### src/rtl/fsk_symbol_encoder.sv
// Multi-level FSK encoder: buffers symbols in a FIFO and emits each as a square wave.
// Optional FSK_PREAMBLE_EN adds an out-of-alphabet preamble tone before each burst.
module fsk_symbol_encoder #(
    parameter int SYM_W       = 2,
    parameter int BASE_HALF   = 4,
    parameter int STEP_HALF   = 2,
    parameter int SYM_PERIODS = 2,
    parameter int FIFO_DEPTH  = 4,
    parameter int CNT_W       = 16
) (
    input  logic                               clk,
    input  logic                               reset,
    input  logic                               enable,
    input  logic                               sym_valid,
    input  logic [SYM_W-1:0]                   sym_data,
    output logic                               sym_ready,
    output logic                               pulse_out,
    output logic                               busy,
    output logic [SYM_W-1:0]                   sym_active,
    output logic [$clog2(FIFO_DEPTH+1)-1:0]    fifo_level
);

    localparam int PW = $clog2(FIFO_DEPTH);
    localparam int LW = $clog2(FIFO_DEPTH + 1);
    localparam logic [CNT_W-1:0] LAST_PH = CNT_W'(2 * SYM_PERIODS - 1);

`ifdef FSK_PREAMBLE_EN
    localparam logic [CNT_W-1:0] PRE_HALF = CNT_W'(BASE_HALF + (2 ** SYM_W) * STEP_HALF);
    localparam logic [CNT_W-1:0] PRE_LAST = CNT_W'(3);
    typedef enum logic [1:0] {IDLE, TONE, PRE} state_t;
`else
    typedef enum logic [1:0] {IDLE, TONE} state_t;
`endif

    function automatic logic [CNT_W-1:0] half_of(input logic [SYM_W-1:0] s);
        return CNT_W'(BASE_HALF) + CNT_W'(s) * CNT_W'(STEP_HALF);
    endfunction

    state_t             state_q, state_d;
    logic [CNT_W-1:0]   half_cnt_q, half_cnt_d;
    logic [CNT_W-1:0]   half_val_q, half_val_d;
    logic [CNT_W-1:0]   phase_q, phase_d;
    logic               pulse_q, pulse_d;
    logic [SYM_W-1:0]   sym_q, sym_d;
    logic [PW-1:0]      wr_ptr_q, wr_ptr_d;
    logic [PW-1:0]      rd_ptr_q, rd_ptr_d;
    logic [LW-1:0]      level_q, level_d;
    logic [SYM_W-1:0]   mem_q [FIFO_DEPTH];
    logic               push, pop, load;
    logic [SYM_W-1:0]   head;

    assign sym_ready  = (level_q != LW'(FIFO_DEPTH));
    assign push       = sym_valid && sym_ready;
    assign head       = mem_q[rd_ptr_q];
    assign pulse_out  = pulse_q;
    assign busy       = (state_q != IDLE);
    assign sym_active = sym_q;
    assign fifo_level = level_q;

    always_comb begin
        state_d    = state_q;
        half_cnt_d = half_cnt_q;
        half_val_d = half_val_q;
        phase_d    = phase_q;
        pulse_d    = pulse_q;
        sym_d      = sym_q;
        load       = 1'b0;
        if (enable) begin
            unique case (state_q)
                IDLE: begin
                    if (level_q != '0) begin
`ifdef FSK_PREAMBLE_EN
                        state_d    = PRE;
                        half_val_d = PRE_HALF;
                        half_cnt_d = PRE_HALF;
                        phase_d    = '0;
                        pulse_d    = 1'b1;
`else
                        load = 1'b1;
`endif
                    end
                end
                TONE: begin
                    if (half_cnt_q > CNT_W'(1)) begin
                        half_cnt_d = half_cnt_q - CNT_W'(1);
                    end else if (phase_q != LAST_PH) begin
                        pulse_d    = !pulse_q;
                        half_cnt_d = half_val_q;
                        phase_d    = phase_q + CNT_W'(1);
                    end else if (level_q != '0) begin
                        load = 1'b1;
                    end else begin
                        state_d = IDLE;
                        pulse_d = 1'b0;
                        phase_d = '0;
                    end
                end
`ifdef FSK_PREAMBLE_EN
                PRE: begin
                    if (half_cnt_q > CNT_W'(1)) begin
                        half_cnt_d = half_cnt_q - CNT_W'(1);
                    end else if (phase_q != PRE_LAST) begin
                        pulse_d    = !pulse_q;
                        half_cnt_d = half_val_q;
                        phase_d    = phase_q + CNT_W'(1);
                    end else begin
                        load = 1'b1;
                    end
                end
`endif
                default: state_d = IDLE;
            endcase
        end
        // Symbol load always starts with a high phase, keeping the stream phase continuous
        if (load) begin
            state_d    = TONE;
            sym_d      = head;
            half_val_d = half_of(head);
            half_cnt_d = half_of(head);
            phase_d    = '0;
            pulse_d    = 1'b1;
        end
    end

    always_comb begin
        pop      = load;
        wr_ptr_d = push ? wr_ptr_q + PW'(1) : wr_ptr_q;
        rd_ptr_d = pop ? rd_ptr_q + PW'(1) : rd_ptr_q;
        level_d  = level_q + LW'(push) - LW'(pop);
    end

    always_ff @(posedge clk) begin
        if (push) mem_q[wr_ptr_q] <= sym_data;
    end

    always_ff @(posedge clk or posedge reset) begin
        if (reset) begin
            state_q    <= IDLE;
            half_cnt_q <= '0;
            half_val_q <= '0;
            phase_q    <= '0;
            pulse_q    <= 1'b0;
            sym_q      <= '0;
            wr_ptr_q   <= '0;
            rd_ptr_q   <= '0;
            level_q    <= '0;
        end else begin
            state_q    <= state_d;
            half_cnt_q <= half_cnt_d;
            half_val_q <= half_val_d;
            phase_q    <= phase_d;
            pulse_q    <= pulse_d;
            sym_q      <= sym_d;
            wr_ptr_q   <= wr_ptr_d;
            rd_ptr_q   <= rd_ptr_d;
            level_q    <= level_d;
        end
    end

endmodule
### config.mk
export PLATFORM = sky130hd
export DESIGN_NAME = fsk_symbol_encoder
export DESIGN_NICKNAME = d
export VERILOG_FILES = /design/src/rtl/fsk_symbol_encoder.sv
export SDC_FILE = /design/constraint.sdc
export NUM_CORES = 1
export LEC_CHECK = 0
export ABC_AREA = 1
export CORE_AREA = 5 5 111 113
export DETAILED_ROUTE_END_ITERATION = 8
export DIE_AREA = 0 0 116 118
export PLACE_DENSITY = 0.5
export SYNTH_ARGS = -nofsm -noshare
export SYNTH_HDL_FRONTEND = slang
export SYNTH_SLANG_ARGS = --single-unit
### constraint.sdc
create_clock -name clk -period 5.8 [get_ports clk]
set_input_delay 1.16 -clock clk [delete_from_list [all_inputs] [get_ports clk]]
set_output_delay 1.16 -clock clk [all_outputs]
set_load 0.005 [all_outputs]
-- Word level (Yosys, flattened, before mapping)
Memories as Yosys holds them, arrays and structs flattened.
Index checks and enable logic that the tools add are counted.
- bits in registers: 60
- output and inout bits: 8
- ROM bits: 0
- bits in writable memories: 8
- latch bits: 0
- logic and storage cells: 68
- input port bits: 6
- memories kept: 1
- muxes and demuxes: 30
- shift operators: 0
- add/subtract/negate cells: 7
- equality and inequality tests: 9
- multipliers: 0
- divide/modulo/power cells: 0
- reductions and logical operators: 11
- magnitude comparators: 1
- bitwise logic cells: 0
- memories (name ; words ; bits a word ; rd ports ; clocked after Yosys merged registers in ; wr ports ; line ; text):
    mem_q ; 4 ; 2 ; 1 ; 0 ; 1 ; 48 ; logic [SYM_W-1:0] mem_q [FIFO_DEPTH];
- operator list (kind ; count):
    16-bit 2-to-1 mux ; 11
    16-bit by 1-bit adder with 16-bit output (second input constant) ; 1
    16-bit by 1-bit greater-than comparator with 1-bit output (second input constant) ; 1
    16-bit by 2-bit != test with 1-bit output (second input constant) ; 1
    16-bit by 1-bit subtractor with 16-bit output (second input constant) ; 1
    3-bit != test (second input constant) ; 5
    1-bit 2-to-1 mux ; 12
    2-bit 2-to-1 mux ; 5
    2-bit nonzero test ; 3
    3-bit nonzero test ; 2
    5-bit AND reduction ; 1
    2-bit by 1-bit adder with 2-bit output (second input constant) ; 2
    3-bit by 3-bit adder with 4-bit output (first input constant) ; 1
    2-bit != test (second input constant) ; 2
    2-bit case mux with 2 select lines ; 1
    4-bit AND reduction ; 1
    3-bit by 1-bit adder with 3-bit output ; 1
    3-bit AND reduction ; 1
    3-bit by 1-bit subtractor with 3-bit output ; 1
    2-bit by 1-bit == test with 1-bit output (second input constant) ; 1
    2-bit zero test ; 1
    1-bit case mux with 2 select lines ; 1
    1-bit logical AND ; 1
    1-bit zero test ; 1

-- Depth between registers and ports, before layout
- word-level depth: 8
- depth in mapped cells: 16
- gate-level depth less buffers: 16

-- Worst setup path after synthesis
OpenSTA, ideal clock, no wires.
- path type: input to register
- start point: input enable
- end point: register level_q[2], in the netlist fifo_level[2]
- required time: 5.677 ns
- buffers on the path: 0
- cell stages on the path: 10
- setup slack: 3.121 ns
- library setup time: 0.123 ns
- data arrival time: 2.556 ns
- cells stage by stage: inv_1 -> nor2_2 -> nand2_4 -> inv_1 -> ha_1 -> inv_1 -> ha_1 -> inv_1 -> fa_1 -> xnor2_1
- cells in the longest elaborated chain, start to end: 2
- RTL lines (element ; line ; text):
    from (decl) ; 13 ; input logic enable,
    1-bit 2-to-1 mux ; 68 ; if (enable) begin
    named net load ; 49 ; logic push, pop, load;
    3-bit by 1-bit subtractor with 3-bit output ; 129 ; level_d = level_q + LW'(push) - LW'(pop);
    named net level_d[2] ; 47 ; logic [LW-1:0] level_q, level_d;
    to (signal assigned) ; 156 ; level_q <= level_d;
    to (decl) ; 47 ;
The timed path passes the listed nets, and every way through them passes these cells.
A chain may end at the register's enable or synchronous reset.

-- Worst setup path in the final report
Same ends and word-level chain as after synthesis.

==> results.py <==
metrics = {
    "worst_setup_path": {
        "critPathArrivalTime_ps": 3680,
        "critPathLaunchType": "primary input",
        "cp.required_ps": 5990,
        "rr_worst_depth": 16,
        "worst-setup-path-type": "in2reg",
        "r2r_slack_ps": 2650,
        "r2r-start": "half_cnt_q[0]",
        "crit_fanout": 55,
        "r2r_end": "fifo_level[2]",
        "cp-end-kind": "flop",
    },
    "synth": {
        "synth.distinct_cells": 34,
        "synth_top_area_frac": 0.306,
        "syn_area_per_cell_um2": 7.86,
        "synth_cells": 458,
        "yosysSeqAreaShare": 0.373,
        "synthTopCellsByArea": "dfrtp_1 (31%), nand2_1 (12%), edfxtp_1 (6.7%)",
        "syn_nets": 474,
        "synth_seq_cells": 52,
        "synth_top_area_cell": "dfrtp_1",
        "netlist_area_mm2": 0.00360,
        "yosys_warnings": 0,
    },
    "clock_tree": {
        "cts_buffers": 5,
        "insertion_delay_ps": 300,
        "hold_buffers": 0,
        "post-cts-setup-buffer-count": 0,
        "cts_tree": "yes",
        "clk_pin_slew_ps": 70,
        "htreeDepth": 2,
        "cts_resized": 0,
        "cts_sinks": 52,
        "cts-root-buf": "clkbuf_16",
        "clk_path_buf_depth": 2,
    },
    "timing": {
        "fin_hold_ws_ps": 479,
        "fmax_ghz": 0.286,
        "fin_crit_ps": 3490,
        "finClkSkew_ps": 6.82,
        "rsz0062_at_grt": "no",
        "setup_viol": 0,
        "tightest_slew_ps": 967,
        "slew_headroom": 0.355,
        "fin_crit_sh": 0.602,
        "report.final.slew_viol_count": 0,
        "tns_ps": 0,
        "finalHoldViolCount": 0,
        "fin_ws_ps": 2310,
    },
    "global_routing": {
        "antenna_found_initial": 0,
        "overflow": 0,
        "grt.total_usage": 0.113,
        "grt_max_degree": 56,
        "grt_pass1_vias": 2766,
        "grt_first_pass_wirelength_um": 12800,
    },
    "finish": {
        "diodes": 0,
        "drive_gt1_frac": 0.146,
        "final.fill_count": 1213,
        "register_area_mm2": 0.00134,
        "nets": 481,
        "stdcell_count": 609,
        "fin_util": 0.349,
        "synthToLayoutAreaGrowth_pct": 8.93,
        "multi_input_area_mm2": 0.00189,
    },
    "placed_design": {
        "dp_hpwl_um": 5240,
        "dp_cells": 601,
        "port_buffers": 13,
        "place_ws_ps": 1990,
        "place_congestion": 0.882,
    },
    "route": {
        "ant_nets": 0,
        "met3_length_um": 242,
        "wl_met2_um": 3330,
        "drt_wl_total_um": 7280,
        "via_count": 2785,
        "drc_errors": 0,
        "top_layer": "met4",
        "wl_met1_um": 3560,
        "wl_per_cell_um": 12.0,
        "drtIter0Drc": 113,
        "viasPerCell": 4.57,
        "dr.pass1.iters": 4,
    },
    "worst_hold_path": {
        "hp-start": "half_val_q[2]",
        "hold_path.class": "reg2reg",
        "hold_depth": 2,
        "min_to": "half_val_q[2]",
    },
    "floorplan": {
        "num_rows": 39,
        "die_h_um": 118,
        "die_x_um": 116,
        "core_mm2": 0.0112,
        "ios": 14,
        "start_util": 0.321,
        "die_area_mm2": 0.0137,
    },
    "flow_run": {
        "drv_cap": 0,
    },
    "pwr": {
        "power_density_mw_per_mm2": 352,
        "leakagePower_nw": 1.84,
        "vdd_ir_drop_max_mv": 0.176,
    },
    "status": {
        "outcome": "complete, no violations",
    },
}
[critical path, cell delays in order]
cell and delay (ps):
clkdlybuf4s50_1 520, inv_1 80, nor2_2 260, nand2_4 430
inv_1 220, ha_1 250, inv_1 50, ha_1 130
inv_1 50, fa_1 370, xnor2_1 130
[kinds of logic (layout without fill, tap and decap cells)]
family	count (synthesis)	in the layout	synth area share
AOI/OAI and AO/OA	24	24	0.0389
xor gates and xnor gates	21	21	0.0511
adders and majority gates	10	10	0.0368
buffers and inverters	71	79	0.102
DFF	52	52	0.373
and+or+nand+nor	280	280	0.398
[flip-flops by register name (all words and copies together) (netlist names)]
name and count:
state_q 1, rd_ptr_q 2, sym_active 2, fifo_level 3
phase_q 16, mem_q 8, pulse_out 1, wr_ptr_q 2
half_cnt_q 16, half_val_q 1
[cells in the final DEF (no fill, tap or decap), types with 3 or more instances in the layout]
cell type,Yosys,routed
a21oi_1,3,3
clkbuf_16,0,5
clkdlybuf4s50_1,0,13
dfrtp_1,44,44
edfxtp_1,8,8
ha_1,9,9
inv_1,46,45
inv_2,9,10
nand2_1,111,111
nand2_2,3,3
nand2_4,3,3
nand3_1,37,37
nand3_2,20,20
nand3b_1,14,14
nand4_1,5,5
nor2_1,61,61
nor2_2,8,8
nor3_1,10,10
o21ai_0,7,7
o21ai_1,8,8
o21ai_2,5,5
xnor2_1,3,3
xor2_1,18,18
[routing by layer]
layer | global-route usage | vias up
li1 | - | 1460
met1 | 0.151 | 1262
met2 | 0.180 | 48
met3 | 0.0237 | 15
met4 | 0.0392 | 0
met5 | 0 | -
[through the flow]
step | total power (W) | area [um2]
floorplan | 0.000948 | 3600
global placement | 0.00107 | 3770
detailed placement | 0.00108 | 3770
CTS | 0.00140 | 3920
global route | 0.00151 | 3920
finish | 0.00138 | 3920
[report_power, final]
group          switching (W)  total [W]  internal (W)
clock               0.000149   0.000313      0.000164
sequential         0.0000836   0.000523      0.000440
combinational       0.000335   0.000545      0.000210
[how the worst max path moves through the flow]
stage / from / to / depth (start not counted)
2_1_floorplan: enable / fifo_level[2] / 10
3_3_place_gp: enable / fifo_level[2] / 11
3_5_place_dp: enable / fifo_level[2] / 11
4_1_cts: enable / fifo_level[2] / 11
5_1_grt: enable / fifo_level[2] / 11
6_report: enable / fifo_level[2] / 11
[final cells by class]
| type | instances | area share |
|---|---|---|
| inverter | 57 | 0.0568 |
| timing repair buffer | 14 | 0.0351 |
| sequential | 52 | 0.342 |
| clock inverter | 3 | 0.00638 |
| multi-input combinational | 335 | 0.482 |
| tap | 143 | 0.0456 |
| clock buffer | 5 | 0.0319 |
[synthesized netlist by cell type]
cell type,number
a21oi_1,3
buf_12,1
buf_2,1
buf_4,4
buf_6,8
clkinv_2,1
dfrtp_1,44
edfxtp_1,8
fa_1,1
ha_1,9
inv_1,46
inv_2,9
inv_8,1
nand2_1,111
nand2_2,3
nand2_4,3
nand3_1,37
nand3_2,20
nand3b_1,14
nand4_1,5
nand4_2,1
nor2_1,61
nor2_2,8
nor2_4,2
nor2_8,2
nor3_1,10
nor3_4,2
o21ai_0,7
o21ai_1,8
o21ai_2,5
o22ai_1,1
or2_2,1
xnor2_1,3
xor2_1,18
(Power assumes the default switching activity.)
